--- src/rtl/sevseg_pkg.sv ---
// Shared definitions for the multiplexed 7-segment scan controller:
// blank pattern and the active-low hex glyph table.
package sevseg_pkg;

  localparam logic [6:0] SEG_BLANK = 7'h7F;

  // Active-low {g,f,e,d,c,b,a} glyphs for 0..9, A, b, C, d, E, F
  localparam logic [6:0] HEX_SEG_TABLE [16] = '{
    7'h40, 7'h79, 7'h24, 7'h30, 7'h19, 7'h12, 7'h02, 7'h78,
    7'h00, 7'h10, 7'h08, 7'h03, 7'h46, 7'h21, 7'h06, 7'h0E
  };

  function automatic logic [6:0] hex_to_seg(input logic [3:0] nib);
    return HEX_SEG_TABLE[nib];
  endfunction

endpackage

--- src/rtl/sevseg_scan_ctrl_if.sv ---
// Display bus between the peripheral side (master) and the scan controller (slave):
// digit data/control in, segment and anode drives out.
interface sevseg_scan_ctrl_if #(
  parameter int N_DIGITS = 8
);

  logic [4*N_DIGITS-1:0] data_i;
  logic [N_DIGITS-1:0]   dp_i;
  logic [N_DIGITS-1:0]   digit_en_i;
  logic                  lzb_i;
  logic [6:0]            seg_o;
  logic                  dp_o;
  logic [N_DIGITS-1:0]   an_o;
  logic                  frame_o;

  modport master (
    output data_i, dp_i, digit_en_i, lzb_i,
    input  seg_o, dp_o, an_o, frame_o
  );

  modport slave (
    input  data_i, dp_i, digit_en_i, lzb_i,
    output seg_o, dp_o, an_o, frame_o
  );

endinterface

--- src/rtl/sevseg_hex_decoder.sv ---
// Combinational nibble to active-low 7-segment glyph decoder.
module sevseg_hex_decoder
  import sevseg_pkg::*;
(
  input  logic [3:0] nib_i,
  output logic [6:0] seg_o
);

  assign seg_o = hex_to_seg(nib_i);

endmodule

--- src/rtl/sevseg_scan_ctrl.sv ---
// Round-robin scan driver for N common-anode digits on a shared segment bus,
// with per-slot dead time, per-frame shadow capture and leading-zero blanking.
module sevseg_scan_ctrl
  import sevseg_pkg::*;
#(
  parameter int N_DIGITS     = 8,
  parameter int REFRESH_DIV  = 100000,
  parameter int BLANK_CYCLES = 16
) (
  input  logic               clk_i,
  input  logic               rst_n_i,
  sevseg_scan_ctrl_if.slave  bus_if
);

  localparam int CW = (REFRESH_DIV > 1) ? $clog2(REFRESH_DIV) : 1;
  localparam int IW = (N_DIGITS > 1) ? $clog2(N_DIGITS) : 1;

  logic [CW-1:0]         cnt_q, cnt_d;
  logic [IW-1:0]         idx_q, idx_d;
  logic [4*N_DIGITS-1:0] sh_data_q, sh_data_d;
  logic [N_DIGITS-1:0]   sh_dp_q, sh_dp_d;
  logic [N_DIGITS-1:0]   sh_en_q, sh_en_d;
  logic [N_DIGITS-1:0]   an_q, an_d;
  logic [6:0]            seg_q, seg_d;
  logic                  dp_q, dp_d;
  logic                  frame_q, frame_d;

  logic                  slot_end_s;
  logic                  frame_end_s;
  logic [3:0]            nib_sel_s;
  logic                  dp_sel_s;
  logic                  blank_sel_s;
  logic                  zero_run_s;
  logic [N_DIGITS-1:0]   lzb_blank_s;
  logic [6:0]            dec_seg_s;

  sevseg_hex_decoder u_hex_decoder (
    .nib_i (nib_sel_s),
    .seg_o (dec_seg_s)
  );

  // Prescaler, scan index and frame-boundary shadow capture
  always_comb begin
    slot_end_s  = (cnt_q == CW'(REFRESH_DIV - 1));
    frame_end_s = slot_end_s && (idx_q == IW'(N_DIGITS - 1));
    cnt_d       = cnt_q + CW'(1);
    idx_d       = idx_q;
    sh_data_d   = sh_data_q;
    sh_dp_d     = sh_dp_q;
    sh_en_d     = sh_en_q;
    frame_d     = 1'b0;
    if (slot_end_s) begin
      cnt_d = '0;
      idx_d = (idx_q == IW'(N_DIGITS - 1)) ? '0 : idx_q + IW'(1);
    end else begin
      cnt_d = cnt_q + CW'(1);
    end
    if (frame_end_s) begin
      sh_data_d = bus_if.data_i;
      sh_dp_d   = bus_if.dp_i;
      sh_en_d   = bus_if.digit_en_i;
      frame_d   = 1'b1;
    end else begin
      frame_d   = 1'b0;
    end
  end

  // Selected-digit fields and leading-zero mask (scanned from the most significant digit)
  always_comb begin
    nib_sel_s   = 4'h0;
    dp_sel_s    = 1'b0;
    blank_sel_s = 1'b0;
    zero_run_s  = 1'b1;
    lzb_blank_s = '0;
    for (int k = N_DIGITS - 1; k >= 0; k--) begin
      zero_run_s     = zero_run_s & (sh_data_q[4*k +: 4] == 4'h0);
      lzb_blank_s[k] = bus_if.lzb_i & zero_run_s & (k != 0);
    end
    for (int k = 0; k < N_DIGITS; k++) begin
      nib_sel_s   = (idx_q == IW'(k)) ? sh_data_q[4*k +: 4] : nib_sel_s;
      dp_sel_s    = (idx_q == IW'(k)) ? sh_dp_q[k]          : dp_sel_s;
      blank_sel_s = (idx_q == IW'(k)) ? lzb_blank_s[k]      : blank_sel_s;
    end
  end

  // Output drive: dead time at slot start, then the selected digit
  always_comb begin
    an_d  = '1;
    seg_d = SEG_BLANK;
    dp_d  = 1'b1;
    if (cnt_q >= CW'(BLANK_CYCLES)) begin
      for (int k = 0; k < N_DIGITS; k++) begin
        an_d[k] = (idx_q == IW'(k)) ? ~sh_en_q[k] : 1'b1;
      end
      seg_d = blank_sel_s ? SEG_BLANK : dec_seg_s;
      dp_d  = ~dp_sel_s;
    end else begin
      an_d  = '1;
      seg_d = SEG_BLANK;
      dp_d  = 1'b1;
    end
  end

  // State and output registers with synchronous active-low reset
  always_ff @(posedge clk_i) begin
    if (!rst_n_i) begin
      cnt_q     <= '0;
      idx_q     <= '0;
      sh_data_q <= '0;
      sh_dp_q   <= '0;
      sh_en_q   <= '0;
      an_q      <= '1;
      seg_q     <= SEG_BLANK;
      dp_q      <= 1'b1;
      frame_q   <= 1'b0;
    end else begin
      cnt_q     <= cnt_d;
      idx_q     <= idx_d;
      sh_data_q <= sh_data_d;
      sh_dp_q   <= sh_dp_d;
      sh_en_q   <= sh_en_d;
      an_q      <= an_d;
      seg_q     <= seg_d;
      dp_q      <= dp_d;
      frame_q   <= frame_d;
    end
  end

  assign bus_if.an_o    = an_q;
  assign bus_if.seg_o   = seg_q;
  assign bus_if.dp_o    = dp_q;
  assign bus_if.frame_o = frame_q;

endmodule
--- src/flat_wrapper.sv ---
// flat-port wrapper written by rule: the top's interface ports become plain ports
module sevseg_scan_ctrl_flat import sevseg_pkg::*;
#(
  parameter int N_DIGITS     = 8,
  parameter int REFRESH_DIV  = 100000,
  parameter int BLANK_CYCLES = 16
)
  (clk_i, rst_n_i, bus_if_data_i, bus_if_dp_i, bus_if_digit_en_i, bus_if_lzb_i, bus_if_seg_o, bus_if_dp_o, bus_if_an_o, bus_if_frame_o);
  sevseg_scan_ctrl_if #(.N_DIGITS(N_DIGITS)) bus_if_i ();
  input  logic clk_i;
  input  logic rst_n_i;
  input wire logic [$bits(bus_if_i.data_i)-1:0] bus_if_data_i;
  input wire logic [$bits(bus_if_i.dp_i)-1:0] bus_if_dp_i;
  input wire logic [$bits(bus_if_i.digit_en_i)-1:0] bus_if_digit_en_i;
  input wire logic [$bits(bus_if_i.lzb_i)-1:0] bus_if_lzb_i;
  output wire logic [$bits(bus_if_i.seg_o)-1:0] bus_if_seg_o;
  output wire logic [$bits(bus_if_i.dp_o)-1:0] bus_if_dp_o;
  output wire logic [$bits(bus_if_i.an_o)-1:0] bus_if_an_o;
  output wire logic [$bits(bus_if_i.frame_o)-1:0] bus_if_frame_o;
  assign bus_if_i.data_i = bus_if_data_i;
  assign bus_if_i.dp_i = bus_if_dp_i;
  assign bus_if_i.digit_en_i = bus_if_digit_en_i;
  assign bus_if_i.lzb_i = bus_if_lzb_i;
  assign bus_if_seg_o = bus_if_i.seg_o;
  assign bus_if_dp_o = bus_if_i.dp_o;
  assign bus_if_an_o = bus_if_i.an_o;
  assign bus_if_frame_o = bus_if_i.frame_o;
  sevseg_scan_ctrl #(.N_DIGITS(N_DIGITS), .REFRESH_DIV(REFRESH_DIV), .BLANK_CYCLES(BLANK_CYCLES)) u_core (.clk_i(clk_i), .rst_n_i(rst_n_i), .bus_if(bus_if_i));
endmodule
--- config.mk ---
export PLATFORM = sky130hd
export DESIGN_NAME = sevseg_scan_ctrl_flat
export DESIGN_NICKNAME = d
export VERILOG_FILES = /design/src/rtl/sevseg_pkg.sv /design/src/rtl/sevseg_scan_ctrl_if.sv /design/src/rtl/sevseg_hex_decoder.sv /design/src/rtl/sevseg_scan_ctrl.sv /design/src/flat_wrapper.sv
export SDC_FILE = /design/constraint.sdc
export NUM_CORES = 1
export LEC_CHECK = 0
export CAP_MARGIN = 15
export CORE_ASPECT_RATIO = 0.75
export CORE_MARGIN = 10
export CORE_UTILIZATION = 25
export DETAILED_ROUTE_END_ITERATION = 16
export GPL_ROUTABILITY_DRIVEN = 0
export HOLD_SLACK_MARGIN = 0.05
export SYNTH_ARGS = -nofsm -noshare
export SYNTH_HDL_FRONTEND = slang
export SYNTH_SLANG_ARGS = --single-unit
--- constraint.sdc ---
create_clock -name clk_i -period 7.1 [get_ports clk_i]
set_clock_uncertainty 0.05 [all_clocks]
set_input_delay 1.42 -clock clk_i [delete_from_list [all_inputs] [get_ports clk_i]]
set_output_delay 1.42 -clock clk_i [all_outputs]
set_load 0.01 [all_outputs]
==> metrics.csv <==
stage;metric;value;unit
sta;max_clock_freq;260;MHz
critical_path;slowest_delay;0.80;ns
cts;ctsResizeCount;0;
route;postRouteWirelength;11200;um
critical_path;crit_path_start;u_core.idx_q[2];
synth;netlist_top_cells_area;dfxtp_1 (42%), nand2_1 (11%), a21boi_0 (7.8%), ha_1 (4.0%), nor2_1 (2.4%);
grt;grt_pass1_vias;3443;
layout;mostFrequentLayoutCell;nand2_1;
synth;yosysTopAreaCellShare;0.422;
sta;holdWs;0.356;ns
worst_hold_path;min-delay-path-class;reg2reg;
die;num_rows;40;
synth;syn_inst;487;
route;drc;0;
die;initial_utilization;0.254;
critical_path;required;7.26;ns
layout;syn_to_final_growth;28.2;%
critical_path;cp.depth;12;
grt;antenna_found_initial;0;
critical_path;endpoint;u_core.bus_if.seg_o[0];
sta;min_period;3.84;ns
synth;synth-edff-count;0;
cts;cts_root_buf;clkbuf_16;
cts;clkLatencyLatePin;0.34;ns
route;vias;3505;
layout;fill_cells;1671;
die;ios;68;
sta;finalSetupViolCount;0;
sta;final.setup.tns;0;ns
synth;syn_nets;551;
cts;postCtsSetupBuffers;0;
critical_path;cp-end-kind;register;
cts;postCtsHoldBufs;0;
route;drtAntennaViolNets;0;
critical_path;start_kind;register;
layout;drive_above_1_share;0.0625;
sta;maxSlewHeadroom;0.450;
critical_path;crit_family;compound AO/OA/AOI/OAI gates;
synth;yosysSeqAreaShare;0.422;
grt;grt_pass1_wl;18500;um
sta;tightest_slew;0.825;ns
cts;htreeDepth;3;
grt;grt_max_degree;56;
critical_path;r2r_cells;12;
die;die_w;167;um
die;dieArea;21700;um2
sta;rsz0062_at_grt;false;
layout;final_cell_mix;nand2_1 (122), dfxtp_1 (85), clkdlybuf4s50_1 (67);
grt;track_usage;0.105;
synth;synthArstFlopShare;0;
cts;cts_buffer_depth;2;
run;maxCapViolations;0;
layout;antenna_cells;0;
critical_path;crit_top_cell;inv_1;
pwr;power_density;199;nW/um2
synth;syn_area_per_cell;8.29;um2
synth;ys_ff_latch;85;
sta;slew_viol_final;0;
route;first_pass_iters;5;
placement;portBuffers;67;
route;drtIter0Drc;263;
cts;cts.reportedPaths.clkPinSlew;0.07;ns
critical_path;path_buf_inv;3;
synth;synth.distinct_cells;58;
worst_hold_path;min_path_cells;1;
cts;cts_sinks;85;
synth;yosys.area.top_type;dfxtp_1;
layout;nNetsFinal;603;
cts;cts_tree;yes;
critical_path;cp_max_fo;22;
critical_path;r2r-start;u_core.idx_q[2];
run_status;status;completed;
synth;synth_top_flop_cell;dfxtp_1;
critical_path;r2r-end;u_core.bus_if.seg_o[0];
critical_path;critPathSlowestCell;dfxtp_1;
route;viasPerCell;4.65;
pwr;ir_worst_vdd;0.108;mV
critical_path;reg2reg_slack;3.26;ns
synth;syn-cell-area;4040;um2
sta;hold_viol;0;
cts;numCtsBuffers;9;
critical_path;crit_arrival;4.00;ns
die;die_h;130;um
die;design.core.area;15900;um2
placement;dpl.hpwl;8430;um
pwr;leakagePower;1.80;nW
route;wire_per_inst;14.8;um
synth;yosysWarningCount;0;
critical_path;cp_cell_sequence;inv_1 -> ha_1 -> nand2_1 -> o22ai_1 -> a211o_1 -> o22ai_1 -> inv_1 -> ha_1 -> inv_1 -> nor4_2 -> a31o_1 -> or4_1;
sta;min_period_over_period;0.541;
critical_path;critPathKind;reg2reg;
grt;overflow;0;
==> cell usage after synthesis (7+ instances only) <==
master    instances
nand2_1         122
dfxtp_1          85
a21boi_0         42
nor2_1           26
a21oi_1          19
clkbuf_1         17
nand3_1          16
ha_1             13
inv_1            13
o21ai_0          10
nor3_1            9
xor2_1            9
buf_2             8
nor4_1            8
a21boi_1          7
nand4_1           7
==> flip-flops by register name, summed over array words and instances (netlist names) <==
name / count
u_core.sh_en_q: 8
u_core.bus_if.dp_o: 1
u_core.sh_dp_q: 8
u_core.sh_data_q: 32
u_core.bus_if.an_o: 8
u_core.bus_if.frame_o: 1
u_core.idx_q: 3
u_core.cnt_q: 17
u_core.bus_if.seg_o: 7
==> routing by layer <==
layer  share of wire  vias to the layer above  GRT usage
met3           0.061                        5     0.0358
li1                -                     1792          -
met2            0.40                       89      0.144
met1            0.53                     1619      0.149
met5               0                        -          0
met4          0.0070                        0     0.0309
==> kinds of logic (layout without fill, tap and decap cells) <==
| kind of cell | after synthesis | after routing | synth area share |
|---|---|---|---|
| flops | 85 | 85 | 0.422 |
| xor+xnor | 13 | 13 | 0.0282 |
| buf+inv | 42 | 99 | 0.0477 |
| simple gates | 219 | 219 | 0.247 |
| compound gates | 112 | 112 | 0.207 |
| fa+ha+maj | 13 | 13 | 0.0403 |
| mux | 3 | 3 | 0.00744 |
==> worst register-to-register path, delay by kind of cell, from the launching register on <==
| family | cells | cell delay [ns] |
|---|---|---|
| compound gates | 4 | 1.06 |
| fa+ha+maj | 2 | 0.70 |
| buf+inv | 3 | 0.48 |
| flops | 1 | 0.80 |
| simple gates | 3 | 0.62 |
==> through the flow <==
stage	worst slack (ns)	total power, mW	std cells	utilization	area, um2
after floorplan	4.21	0.501	487	-	4040
after global placement	3.52	0.531	738	0.305	4850
after detailed placement	3.31	0.532	738	0.305	4850
after CTS	3.29	1.04	754	0.325	5180
after global routing	2.93	1.07	754	0.325	5180
final	3.26	1.03	754	0.325	5180
==> final cells by class <==
type                            instances  area [um2]  share of cell area
Multi-Input combinational cell        360        2140               0.414
Clock inverter                          7         103              0.0198
Timing Repair Buffer                   70         693               0.134
Tap cell                              210         263              0.0508
Clock buffer                            9         225              0.0435
Inverter                               13        48.8             0.00943
Sequential cell                        85        1700               0.329
==> where the power goes <==
part	total, mW	internal, mW	switching [mW]
sequential	0.480	0.478	0.00165
clock	0.511	0.313	0.198
combinational	0.0408	0.0295	0.0114
==> worst min-delay path by stage <==
stage / slack, ns / startpoint / endpoint
after floorplan: 0.32 / u_core.sh_en_q[0] / u_core.bus_if.an_o[0]
after global placement: 0.33 / u_core.sh_en_q[2] / u_core.bus_if.an_o[2]
after detailed placement: 0.34 / u_core.sh_en_q[0] / u_core.bus_if.an_o[0]
after CTS: 0.35 / u_core.sh_en_q[2] / u_core.bus_if.an_o[2]
after global routing: 0.37 / u_core.sh_en_q[2] / u_core.bus_if.an_o[2]
final: 0.36 / u_core.sh_en_q[2] / u_core.bus_if.an_o[2]
(Power assumes the default switching activity.)
